**src/rtl/all_gate.sv**
```systemverilog
// Seven-way bitwise gate bank over two operands.
// Results packed as {~a, xnor, xor, nor, nand, or, and}.
module all_gate #(
  parameter int WIDTH        = 1,
  parameter bit REGISTER_OUT = 1'b1
) (
  input  logic               clk,
  input  logic               rst,
  input  logic [WIDTH-1:0]   a_in,
  input  logic [WIDTH-1:0]   b_in,
  output logic [7*WIDTH-1:0] y_out
);

  logic [WIDTH-1:0]   g_and;
  logic [WIDTH-1:0]   g_or;
  logic [WIDTH-1:0]   g_xor;
  logic [7*WIDTH-1:0] y_nxt;

  assign g_and = a_in & b_in;
  assign g_or  = a_in | b_in;
  assign g_xor = a_in ^ b_in;

  assign y_nxt = {~a_in, ~g_xor, g_xor,
                  ~g_or, ~g_and, g_or, g_and};

  generate
    if (REGISTER_OUT) begin : g_reg
      always_ff @(posedge clk) begin
        if (rst) y_out <= '0;
        else     y_out <= y_nxt;
      end
    end else begin : g_comb
      // clk/rst are intentionally idle here
      logic unused_clk_rst;
      assign unused_clk_rst = clk ^ rst;
      assign y_out = y_nxt;
    end
  endgenerate

endmodule

```
**config.mk**
```make
export PLATFORM = sky130hd
export DESIGN_NAME = all_gate
export DESIGN_NICKNAME = d
export VERILOG_FILES = /design/src/rtl/all_gate.sv
export SDC_FILE = /design/constraint.sdc
export NUM_CORES = 1
export LEC_CHECK = 0
export BUFFER_PORTS_ARGS = -buffer_cell sky130_fd_sc_hd__buf_4
export CAP_MARGIN = 10
export CORE_AREA = 4 4 41 43
export DETAILED_ROUTE_END_ITERATION = 6
export DIE_AREA = 0 0 45 47
export PLACE_DENSITY_LB_ADDON = 0.2
export SLEW_MARGIN = 20
export SYNTH_ARGS = -nofsm -noshare
export SYNTH_HDL_FRONTEND = slang
export SYNTH_SLANG_ARGS = --single-unit
```
**constraint.sdc**
```tcl
create_clock -name clk -period 0.8 [get_ports clk]
set_input_delay 0 -clock clk [delete_from_list [all_inputs] [get_ports clk]]
set_output_delay 0 -clock clk [all_outputs]
set_load 0.01 [all_outputs]
```
Word level (Yosys, flattened, before mapping)
Index checks and enable logic that the tools add are counted.
{"block": "totals", "output_inout_bits": 7, "ff_bits": 7}
{"block": "op_classes", "bitwise": 7}
{"cell": "$not 1->1", "count": 4}
{"cell": "$and 1x1->1", "count": 1}
{"cell": "$or 1x1->1", "count": 1}
{"cell": "$xor 1x1->1", "count": 1}

Depth between registers and ports, before layout
{"block": "depth", "ltp_word": 2, "depth_mapped": 3}

Worst setup path after synthesis
OpenSTA, ideal clock, no wires.
{"block": "synth_timing", "path_kind": "input port to flip-flop", "start": "input a_in", "end": "register y_out[4]", "setup_time_ns": 0.114, "required_ns": 0.686, "path_buffers": 0, "path_stages": 3, "setup_slack_ns": 0.247, "arrival_time_ns": 0.439, "path_cell_list": "inv_1 -> ha_1 -> nor2b_1"}
{"block": "synth_between", "elab_chain_cells": 1}
{"item": "start, declared", "line": "9", "source": "input logic [WIDTH-1:0] a_in,"}
{"item": "$xor 1x1->1", "line": "21", "source": "assign g_xor = a_in ^ b_in;"}
{"item": "net g_xor", "line": "16", "source": "logic [WIDTH-1:0] g_xor;"}
{"item": "end signal, assigned", "line": "30", "source": "else y_out <= y_nxt;"}
{"item": "end, declared", "line": "11", "source": "output logic [7*WIDTH-1:0] y_out"}
The timed path passes the listed nets, and every way through them passes these cells.
A chain may end at the register's enable or synchronous reset.

Final worst setup path
{"block": "layout_timing", "start": "register y_out[3]", "end": "output y_out[3]"}
No word-level cell between the ends.

==> flow_summary.yaml <==
route:
  wl_per_cell_um: 7.67
  drt-total-wl_um: 391
  remaining_drc_errors: 0
  drt_iter0_drc: 0
  vias: 180
  viasPerCell: 3.53
  first_pass_iters: 1
  postRouteAntennaNets: 0
cts:
  cts_hold_buf: 2
  root_buffer: "clkbuf_4"
  cts_tree: "done"
  htreeDepth: 1
  cts_setup_buffers: 0
  clk_pin_slew_ns: 0.05
  cts_buffers: 3
  cts_sinks: 7
  ctsResizeCount: 0
  cts_buffer_depth: 2
sta:
  setup_violations: 0
  max_freq_mhz: 1480
  fin_crit_sh: 0.845
  rsz0062_at_grt: "false"
  hold_violations: 0
  whs_ns: 0.0649
  slew_headroom: 0.947
  postLayoutSetupSlackWorst_ns: 0.124
  drv_slew: 0
  worstMarginPinSlew_ns: 0.0791
  layout_min_cycle_time_ns: 0.676
  tns_ns: 0
min_path:
  hold_path_depth: 3
  hold_class: "input pin to register"
layout:
  layout-drive-gt1-share: 0.361
  areaGrowthSynthToFinish_pct: 60.5
  finalNetCount: 45
  fin_util: 0.286
  final_cell_mix: "10 x buf_4, 7 x dfxtp_1, 4 x nor2_1, 4 x ha_1"
  final_common_cell: "buf_4"
  largest_register_ffs: 7
  regMostFlops: "y_out"
  diodes: 0
  nFillCells: 154
  reg.largest.list: "y_out: 7 flops"
floorplanning:
  row_count: 13
  die_y_um: 47
  coreArea_um2: 1300
  die_area_um2: 2120
  ios: 11
  initial_core_util: 0.178
  die_w_um: 45
power_and_ir_drop:
  power.density_nw_per_um2: 2100
  ir_worst_vdd_uv: 478
  power.static_leakage_nw: 0.189
global_route:
  grt_util_all_layers: 0.0507
  grt_start_max_net_pins: 8
  grt_pass1_wl_um: 607
  antenna_found_initial: 0
  grt_pass1_vias: 162
  grt-ovfl-total: 0
yosys:
  ys_seq_area_frac: 0.605
  synth_cell_type_count: 5
  synthTopCellsByArea: "dfxtp_1 61%, ha_1 22%, nor2b_1 8.1%"
  yosysWarnings: 0
  synth_area_per_cell_um2: 11.6
  ys_ff_latch: 7
  yosys.area.top_type_share: 0.605
  synth_area_um2: 231
  yosysTopAreaCell: "dfxtp_1"
  syn-num-nets: 28
  netlist_instances: 20
setup_path:
  crit_path_max_incr_delay_ns: 0.30
  cp.required_ns: 0.80
  crit_slowest_cell: "dfxtp_1"
  crit_family: "flip-flops"
  path_cells: "buf_4"
  path_buf_inv: 1
  cp_max_fo: 1
  worst-setup-path-type: "register to primary output"
  cp.depth: 1
  critPathLaunchType: "register"
  end_kind: "primary output"
  arrival_ns: 0.68
flow_run:
  drv_cap: 0
outcome:
  status: "finished, final reports clean"
place:
  hpwl_um: 302
  globalplace.congestion: 0.652
  dpl_worst_slack_ns: 0.110
  io_buffers: 10
worst paths after layout:
path	slack [ns]	start	to
min	0.06	b_in	y_out[2]
max	0.12	y_out[3]	y_out[3]
synth_stat cells:
| master | n |
|---|---|
| dfxtp_1 | 7 |
| ha_1 | 4 |
| inv_1 | 2 |
| nor2_1 | 4 |
| nor2b_1 | 3 |
report_power, final:
part           switching, mW  internal (mW)
registers            0.00521          0.371
clock network          0.121          0.190
logic                 0.0396         0.0530
cell type report:
class	instances	area (um^2)	share of cell area
multi-input combinational	11	83.8	0.226
clock buffer	4	26.3	0.0707
timing repair buffer	12	95.1	0.256
sequential	7	140	0.377
inverter	2	7.51	0.0202
tap	15	18.8	0.0505
per-layer routing:
metal  GRT usage  vias up  share of wire
met3      0.0268        5          0.087
met2      0.0678        9           0.49
met4       0.123        0           0.12
li1            -       90              -
met1      0.0275       76           0.29
met5           0        -              0
kinds of logic after synthesis:
kind of cell	share of synthesized area
flip-flops	0.605
AND/OR/NAND/NOR	0.146
adder cells (fa/ha/maj)	0.216
buffers and inverters	0.0324
metrics by stage:
step | area, um^2 | power [mW] | instances
after floorplan | 231 | 0.415 | 20
after global placement | 325 | 0.469 | 45
after detailed placement | 325 | 0.470 | 45
after CTS | 372 | 0.797 | 51
after global routing | 372 | 0.832 | 51
final | 372 | 0.780 | 51
Note: power is estimated with default switching activity, not from simulation.
